`src/rtl/ocs_pkg.sv`:
```
// Shared definitions for the two-slot optical circuit switch fabric.
// Both the OCS crossbar and the per-ToR slot controller import this package,
// so the slot-to-peer map has a single source of truth.
//   TOR_NUM / SLOT_NUM      : fabric dimensions
//   slot_state_e            : slot controller sequencing states
//   RX_OFS* / TX_OFS*       : per-slot peer offsets (peer = (id + ofs) % TOR_NUM)
//   peer_of()               : peer index helper
package ocs_pkg;

    localparam int unsigned TOR_NUM  = 8;
    localparam int unsigned SLOT_NUM = 2;
    localparam int unsigned PEER_W   = 3;

    typedef enum logic [1:0] {
        ST_IDLE   = 2'd0,
        ST_GUARD  = 2'd1,
        ST_ACTIVE = 2'd2,
        ST_TAIL   = 2'd3
    } slot_state_e;

    localparam logic [PEER_W-1:0] RX_OFS0 = 3'd1;
    localparam logic [PEER_W-1:0] RX_OFS1 = 3'd3;
    localparam logic [PEER_W-1:0] TX_OFS0 = 3'd7;
    localparam logic [PEER_W-1:0] TX_OFS1 = 3'd5;

    function automatic logic [PEER_W-1:0] peer_of(input logic [PEER_W-1:0] tor,
                                                 input logic [PEER_W-1:0] ofs);
        int unsigned sum;
        sum = 32'(tor) + 32'(ofs);
        return PEER_W'(sum % TOR_NUM);
    endfunction

endpackage

```
`src/rtl/ocs_slot_ctrl_if.sv`:
```
// Control/status bundle between a ToR slot controller and its consumers
// (local MAC and the OCS slot input).
//   i_enable, i_resync : fabric-wide sequencing controls into the controller
//   o_slot_id          : current slot, drives the OCS
//   o_slot_start       : one-cycle pulse on the first cycle of each slot
//   o_guard, o_tx_en   : transmit window qualifiers for the MAC
//   o_tx_peer/o_rx_peer: peers of this ToR in the current slot
//   o_epoch            : completed slot pairs, wraps modulo 2^16
// master = slot controller, slave = MAC/OCS side.
interface ocs_slot_ctrl_if;

    logic        i_enable;
    logic        i_resync;
    logic        o_slot_id;
    logic        o_slot_start;
    logic        o_guard;
    logic        o_tx_en;
    logic [2:0]  o_tx_peer;
    logic [2:0]  o_rx_peer;
    logic [15:0] o_epoch;

    modport master (
        input  i_enable,
        input  i_resync,
        output o_slot_id,
        output o_slot_start,
        output o_guard,
        output o_tx_en,
        output o_tx_peer,
        output o_rx_peer,
        output o_epoch
    );

    modport slave (
        output i_enable,
        output i_resync,
        input  o_slot_id,
        input  o_slot_start,
        input  o_guard,
        input  o_tx_en,
        input  o_tx_peer,
        input  o_rx_peer,
        input  o_epoch
    );

endinterface

```
`src/rtl/ocs_peer_map.sv`:
```
// Combinational slot/ToR -> peer lookup, shared with the OCS crossbar map.
//   slot_id_i : slot being decoded
//   tor_id_i  : local ToR index
//   tx_peer_o : ToR receiving this ToR's transmission in that slot
//   rx_peer_o : ToR whose transmission this ToR receives in that slot
module ocs_peer_map
    import ocs_pkg::*;
(
    input  logic              slot_id_i,
    input  logic [PEER_W-1:0] tor_id_i,
    output logic [PEER_W-1:0] tx_peer_o,
    output logic [PEER_W-1:0] rx_peer_o
);

    always_comb begin
        tx_peer_o = peer_of(tor_id_i, slot_id_i ? TX_OFS1 : TX_OFS0);
        rx_peer_o = peer_of(tor_id_i, slot_id_i ? RX_OFS1 : RX_OFS0);
    end

endmodule

```
`src/rtl/ocs_slot_ctrl.sv`:
```
// ToR-side slot controller for the two-slot OCS fabric. Sequences slots of
// P_SLOT_CYCLES cycles (head guard, active window, tail drain) and publishes
// the slot id, transmit qualifiers, peers and epoch count. All outputs are
// registered and decoded from the next-state counter, so they line up with
// the counter value with no extra latency.
//   i_clk   : system clock
//   i_rst_n : synchronous active-low reset
//   bus     : master side of ocs_slot_ctrl_if (enable/resync in, status out)
module ocs_slot_ctrl
    import ocs_pkg::*;
#(
    parameter int unsigned P_TOR_ID       = 0,
    parameter int unsigned P_TOR_NUM      = 8,
    parameter int unsigned P_SLOT_CYCLES  = 1000,
    parameter int unsigned P_GUARD_CYCLES = 50,
    parameter int unsigned P_TAIL_CYCLES  = 20,
    parameter int unsigned P_CNT_W        = 16
) (
    input  logic           i_clk,
    input  logic           i_rst_n,
    ocs_slot_ctrl_if.master bus
);

    localparam logic [PEER_W-1:0]  LP_TOR_ID    = PEER_W'(P_TOR_ID % P_TOR_NUM);
    localparam logic [P_CNT_W-1:0] LP_GUARD_END = P_CNT_W'(P_GUARD_CYCLES);
    localparam logic [P_CNT_W-1:0] LP_TAIL_BEG  = P_CNT_W'(P_SLOT_CYCLES - P_TAIL_CYCLES);
    localparam logic [P_CNT_W-1:0] LP_LAST      = P_CNT_W'(P_SLOT_CYCLES - 1);
    localparam logic               LP_LAST_SLOT = 1'(SLOT_NUM - 1);

    localparam logic [PEER_W-1:0]  LP_RST_TX    = peer_of(LP_TOR_ID, TX_OFS0);
    localparam logic [PEER_W-1:0]  LP_RST_RX    = peer_of(LP_TOR_ID, RX_OFS0);

    slot_state_e        state_q, state_d;
    logic [P_CNT_W-1:0] cnt_q, cnt_d;
    logic               slot_id_q, slot_id_d;
    logic               start_q, start_d;
    logic               guard_q, guard_d;
    logic               tx_en_q, tx_en_d;
    logic [15:0]        epoch_q, epoch_d;
    logic [PEER_W-1:0]  tx_peer_q, tx_peer_d;
    logic [PEER_W-1:0]  rx_peer_q, rx_peer_d;

    // Peers follow the next slot id so they update together with o_slot_id.
    ocs_peer_map u_peer_map (
        .slot_id_i (slot_id_d),
        .tor_id_i  (LP_TOR_ID),
        .tx_peer_o (tx_peer_d),
        .rx_peer_o (rx_peer_d)
    );

    // Priority for a running controller: enable drop, then resync, then slot end.
    always_comb begin
        state_d   = state_q;
        cnt_d     = cnt_q;
        slot_id_d = slot_id_q;
        start_d   = 1'b0;
        epoch_d   = epoch_q;

        if (state_q == ST_IDLE) begin
            cnt_d = '0;
            if (bus.i_enable) begin
                state_d   = ST_GUARD;
                slot_id_d = 1'b0;
                start_d   = 1'b1;
            end
        end else if (!bus.i_enable) begin
            state_d = ST_IDLE;
            cnt_d   = '0;
        end else if (bus.i_resync) begin
            state_d   = ST_GUARD;
            cnt_d     = '0;
            slot_id_d = 1'b0;
            start_d   = 1'b1;
        end else if (cnt_q == LP_LAST) begin
            state_d   = ST_GUARD;
            cnt_d     = '0;
            slot_id_d = ~slot_id_q;
            start_d   = 1'b1;
            if (slot_id_q == LP_LAST_SLOT) begin
                epoch_d = epoch_q + 16'd1;
            end
        end else begin
            cnt_d = cnt_q + 1'b1;
        end

        // Running phase is a pure function of the next counter value.
        if (state_d != ST_IDLE) begin
            if (cnt_d < LP_GUARD_END) begin
                state_d = ST_GUARD;
            end else if (cnt_d < LP_TAIL_BEG) begin
                state_d = ST_ACTIVE;
            end else begin
                state_d = ST_TAIL;
            end
        end

        guard_d = (state_d == ST_IDLE) || (state_d == ST_GUARD);
        tx_en_d = (state_d == ST_ACTIVE);
    end

    always_ff @(posedge i_clk) begin
        if (!i_rst_n) begin
            state_q   <= ST_IDLE;
            cnt_q     <= '0;
            slot_id_q <= 1'b0;
            start_q   <= 1'b0;
            guard_q   <= 1'b1;
            tx_en_q   <= 1'b0;
            epoch_q   <= '0;
            tx_peer_q <= LP_RST_TX;
            rx_peer_q <= LP_RST_RX;
        end else begin
            state_q   <= state_d;
            cnt_q     <= cnt_d;
            slot_id_q <= slot_id_d;
            start_q   <= start_d;
            guard_q   <= guard_d;
            tx_en_q   <= tx_en_d;
            epoch_q   <= epoch_d;
            tx_peer_q <= tx_peer_d;
            rx_peer_q <= rx_peer_d;
        end
    end

    assign bus.o_slot_id    = slot_id_q;
    assign bus.o_slot_start = start_q;
    assign bus.o_guard      = guard_q;
    assign bus.o_tx_en      = tx_en_q;
    assign bus.o_tx_peer    = tx_peer_q;
    assign bus.o_rx_peer    = rx_peer_q;
    assign bus.o_epoch      = epoch_q;

endmodule

```
`src/flat_wrapper.sv`:
```
// flat-port wrapper written by rule: the top's interface ports become plain ports
module ocs_slot_ctrl_flat import ocs_pkg::*;
#(
    parameter int unsigned P_TOR_ID       = 0,
    parameter int unsigned P_TOR_NUM      = 8,
    parameter int unsigned P_SLOT_CYCLES  = 1000,
    parameter int unsigned P_GUARD_CYCLES = 50,
    parameter int unsigned P_TAIL_CYCLES  = 20,
    parameter int unsigned P_CNT_W        = 16
)
  (i_clk, i_rst_n, bus_i_enable, bus_i_resync, bus_o_slot_id, bus_o_slot_start, bus_o_guard, bus_o_tx_en, bus_o_tx_peer, bus_o_rx_peer, bus_o_epoch);
  ocs_slot_ctrl_if bus_i ();
  input  logic i_clk;
  input  logic i_rst_n;
  input wire logic [$bits(bus_i.i_enable)-1:0] bus_i_enable;
  input wire logic [$bits(bus_i.i_resync)-1:0] bus_i_resync;
  output wire logic [$bits(bus_i.o_slot_id)-1:0] bus_o_slot_id;
  output wire logic [$bits(bus_i.o_slot_start)-1:0] bus_o_slot_start;
  output wire logic [$bits(bus_i.o_guard)-1:0] bus_o_guard;
  output wire logic [$bits(bus_i.o_tx_en)-1:0] bus_o_tx_en;
  output wire logic [$bits(bus_i.o_tx_peer)-1:0] bus_o_tx_peer;
  output wire logic [$bits(bus_i.o_rx_peer)-1:0] bus_o_rx_peer;
  output wire logic [$bits(bus_i.o_epoch)-1:0] bus_o_epoch;
  assign bus_i.i_enable = bus_i_enable;
  assign bus_i.i_resync = bus_i_resync;
  assign bus_o_slot_id = bus_i.o_slot_id;
  assign bus_o_slot_start = bus_i.o_slot_start;
  assign bus_o_guard = bus_i.o_guard;
  assign bus_o_tx_en = bus_i.o_tx_en;
  assign bus_o_tx_peer = bus_i.o_tx_peer;
  assign bus_o_rx_peer = bus_i.o_rx_peer;
  assign bus_o_epoch = bus_i.o_epoch;
  ocs_slot_ctrl #(.P_TOR_ID(P_TOR_ID), .P_TOR_NUM(P_TOR_NUM), .P_SLOT_CYCLES(P_SLOT_CYCLES), .P_GUARD_CYCLES(P_GUARD_CYCLES), .P_TAIL_CYCLES(P_TAIL_CYCLES), .P_CNT_W(P_CNT_W)) u_core (.i_clk(i_clk), .i_rst_n(i_rst_n), .bus(bus_i));
endmodule
```
`config.mk`:
```
export PLATFORM = sky130hd
export DESIGN_NAME = ocs_slot_ctrl_flat
export DESIGN_NICKNAME = d
export VERILOG_FILES = /design/src/rtl/ocs_pkg.sv /design/src/rtl/ocs_slot_ctrl_if.sv /design/src/rtl/ocs_peer_map.sv /design/src/rtl/ocs_slot_ctrl.sv /design/src/flat_wrapper.sv
export SDC_FILE = /design/constraint.sdc
export NUM_CORES = 1
export LEC_CHECK = 0
export CAP_MARGIN = 20
export CORE_AREA = 5 5 71 73
export DETAILED_ROUTE_END_ITERATION = 10
export DIE_AREA = 0 0 76 78
export GPL_TIMING_DRIVEN = 0
export PLACE_DENSITY = 0.72
export REMOVE_ABC_BUFFERS = 1
export SKIP_LAST_GASP = 1
export SLEW_MARGIN = 10
export SYNTH_ARGS = -nofsm -noshare
export SYNTH_HDL_FRONTEND = slang
export SYNTH_SLANG_ARGS = --single-unit
```
`constraint.sdc`:
```
create_clock -name i_clk -period 2.7 [get_ports i_clk]
set_clock_uncertainty 0.2 [all_clocks]
set_input_delay 0.405 -clock i_clk [delete_from_list [all_inputs] [get_ports i_clk]]
set_output_delay 0.405 -clock i_clk [all_outputs]
set_load 0.02 [all_outputs]
```
==> impl_summary.log <==
[metrics] result of the run: finished clean
[metrics] Synth-to-Final Area Change: 14.48%
[metrics] number of max-slew violations in the final report: 0
[metrics] TritonCTS clock tree: built
[metrics] most used standard cell by instance count after synthesis: sky130_fd_sc_hd__dfxtp_1
[metrics] sequential cell area fraction in the yosys report: 37.64%
[metrics] final worst-path setup slack: ~230 ps
[metrics] DIE AREA: 0.005928 mm2
[metrics] kind of critical path: flop to flop
[metrics] r2r worst-path depth: 7
[metrics] number of maximum-capacitance constraint violations: 0
[metrics] fraction of synthesized cell area taken by the top area cell type: a little under two fifths
[metrics] detailed-route DRC error count: 0
[metrics] area used by multi-input combinational logic: about 0.0012 mm2
[metrics] required time at the worst-slack endpoint: about 2700 ps
[metrics] part of the cycle the worst path needs: about nine tenths
[metrics] EDFF count, synth: 0
[metrics] CTS sink count: 39
[metrics] area of the core: ~0.0043 mm2
[metrics] overflow left after global routing: 0
[metrics] Post-synth top flop: sky130_fd_sc_hd__dfxtp_1
[metrics] post-route non-filler standard cell count: ~310
[metrics] combined global-route utilization of all metal layers: roughly 14%
[metrics] achievable frequency: 405.2 MHz
[metrics] source-to-sink clock delay at the later pin of the worst-skew pair: between 200 and 300 ps
[metrics] library cell with the largest summed area after synthesis: sky130_fd_sc_hd__dfxtp_1
[metrics] DPL Wire Length: around 2800 um
[metrics] count of boundary I/O pins: 30
[metrics] async set-reset flop share out of synthesis: 0%
[metrics] Cells on Worst Hold Path: 2
[metrics] type of the most critical hold path: flop to flop
[metrics] Max Fanout on Critical Path: 10
[metrics] post-CTS clock slew at the launch and capture registers of the worst setup and hold paths: around 80 ps
[metrics] kind of start point of the critical path: flop
[metrics] first-iteration detailed-routing DRC count: around 150
[metrics] Worst slew margin: between 60% and 70%
[metrics] average vias per placed instance: 5.368
[metrics] hold buffer count at cts: 0
[metrics] number of antenna violations at the first check in global routing: 0
[metrics] final setup violating endpoints: 0
[metrics] vias in the first global route: 1,499
[metrics] std cell rows: 24
[metrics] net count reported at finish: 260
[metrics] post-route ant nets: 0
[metrics] fill count: between 400 and 500
[metrics] quantity of gates resized following cts: 0
[metrics] number of buffers inserted to repair setup after CTS: 0
[metrics] final worst hold slack: about 350 ps
[metrics] Cells after Synth: 239
[metrics] number of buffers added by the clock tree synthesis step: 5
[metrics] final hold vios: 0
[metrics] input/output buffers: 25
[metrics] die outline height: 78 um
[metrics] total via count in the routed design: between 1,500 and 2,000
[metrics] Worst Tran Pin Value: between 500 and 600 ps
[metrics] count of TritonRoute iterations in the first routing pass: 4
[metrics] Synth area leaders: sky130_fd_sc_hd__dfxtp_1, sky130_fd_sc_hd__xnor2_1, sky130_fd_sc_hd__xor2_1, sky130_fd_sc_hd__and2_1, sky130_fd_sc_hd__nor2_1
[metrics] chip width: 76 um
[metrics] syn_area_per_cell: slightly below 9 um2
[metrics] footprint of the flip-flops and latches: slightly below 800 um2
[metrics] global-route wire length before repair: around 7000 um
[metrics] Pwr Density: between 400 and 500 mW/mm2
[metrics] # H-tree levels: 2
[metrics] placement-stage cell area: between 0.002 and 0.0025 mm2
[metrics] #FFs+latches synth: 39
[metrics] summed instance area of the synthesized netlist: 0.002074 mm2
[metrics] finished layout cell area: roughly 0.0024 mm2
[metrics] setup repair after global routing missed its margin: false
[metrics] DP Worst Slack: 102.4 ps
[metrics] share of cells above drive strength 1: 9.020%
[metrics] maximum number of pins on one net before global-route repair: 21
[metrics] maximum clock insertion buffer count: 2
[metrics] Clk Tree Root Cell: sky130_fd_sc_hd__clkbuf_8
[metrics] clock period minus worst slack: approximately 2500 ps
[metrics] Critical Path Sink Type: flop
[metrics] signal arrival time at the worst endpoint: around 2500 ps
[metrics] antenna diode count: 0
[metrics] worst ir drop on vdd: 0.3068 mV
[metrics] total number of yosys warnings: 0
[metrics] Avg WL per Cell: between 10 and 15 um
[metrics] leading cell types by count after synthesis: sky130_fd_sc_hd__dfxtp_1, sky130_fd_sc_hd__nor2_1, sky130_fd_sc_hd__and2_1, sky130_fd_sc_hd__nand2_1
[metrics] Final Routed Wirelength: between 4000 and 5000 um
[metrics] leakage power summed over all cells: around 0.9 nW
[metrics] Starting Density: just under 50%
[metrics] number of instances in the placed design: between 200 and 300
[metrics] sum of negative setup slack: 0 ps
[metrics] final weighted congestion in routability-driven placement: about 0.84
[metrics] number of distinct library cell variants in the gate-level netlist after synthesis: 47
routing by layer:
metal  track usage, %  routed length, um  vias up
met4            4.270                 47        0
met1            19.26               1856      755
met3            4.167                253        5
li1                 -                  -      851
met2            21.58               1844       37
met5                0                  0        -
cell families (layout without fill, tap and decap cells):
kind of cell | count (synthesis) | in the layout | synth area share (%)
adders and majority gates | 2 | 2 | 1.206
buffers and inverters | 22 | 36 | 6.574
and+or+nand+nor | 118 | 118 | 32.69
muxes | 2 | 2 | 0.9651
xor gates and xnor gates | 30 | 30 | 12.67
other | 2 | 4 | 0.3620
DFF | 39 | 39 | 37.64
AOI/OAI and AO/OA | 24 | 24 | 7.901
cell type report:
class,count,share of cell area [%]
Multi-Input combinational cell,180,49.95
Clock buffer,7,3.214
Tap cell,52,2.740
Sequential cell,39,32.88
Timing Repair Buffer,25,10.54
Clock inverter,1,0.2107
Inverter,3,0.4742
critical path: stages (launching register included):
cell and delay [ps]:
sky130_fd_sc_hd__dfxtp_1 510, sky130_fd_sc_hd__ha_2 340, sky130_fd_sc_hd__nand2_1 150, sky130_fd_sc_hd__nor4_4 320, sky130_fd_sc_hd__nand3_4 190, sky130_fd_sc_hd__nor4_1 370, sky130_fd_sc_hd__xor2_1 100, sky130_fd_sc_hd__and2_1 170
state kept, by name, summed over array words and instances, names as in the netlist:
name,flops
u_core.bus.o_guard,1
u_core.bus.o_rx_peer,1
u_core.bus.o_tx_peer,1
u_core.bus.o_tx_en,1
u_core.bus.o_epoch,16
u_core.bus.o_slot_start,1
u_core.cnt_q,16
u_core.state_q,2
report_power, final:
| group | switching, mW | internal [mW] |
|---|---|---|
| combinational | 0.0160 | 0.00861 |
| clock | 0.193 | 0.181 |
| sequential | 0.00105 | 0.577 |
| total | 0.210 | 0.767 |
path summary, 6_finish.rpt:
check	end	start	slack, ps
worst max-delay path	u_core.bus.o_epoch[11]	u_core.cnt_q[0]	230
worst min-delay path	u_core.bus.o_epoch[3]	u_core.bus.o_epoch[3]	350
worst max register to register	u_core.bus.o_epoch[11]	u_core.cnt_q[0]	230
worst min register to register	u_core.bus.o_epoch[3]	u_core.bus.o_epoch[3]	350
through the flow:
stage	power [mW]	utilization [%]
finish	0.9767	55.30
global route	1.012	55.30
CTS	0.9837	54.81
detailed placement	0.6145	52.91
global placement	0.6144	52.91
floorplan	0.6030	-
cells in the final DEF, fill, tap and decap left out, drive strengths merged, types with 3 or more instances in the layout:
cell type / netlist / routed
nor3: 9 / 9
xnor2: 15 / 15
a31oi: 4 / 4
inv: 3 / 3
dfxtp: 39 / 39
nor2: 21 / 21
nand4: 8 / 8
clkdlybuf4s50: 0 / 25
clkbuf: 5 / 7
nor2b: 6 / 6
and2: 17 / 17
nor4: 8 / 8
nand3: 13 / 13
nand2: 16 / 16
xor2: 15 / 15
a21oi: 3 / 3
o21ai: 4 / 4
and3: 12 / 12
conb: 2 / 4
Power figures use the tool's default switching activity.
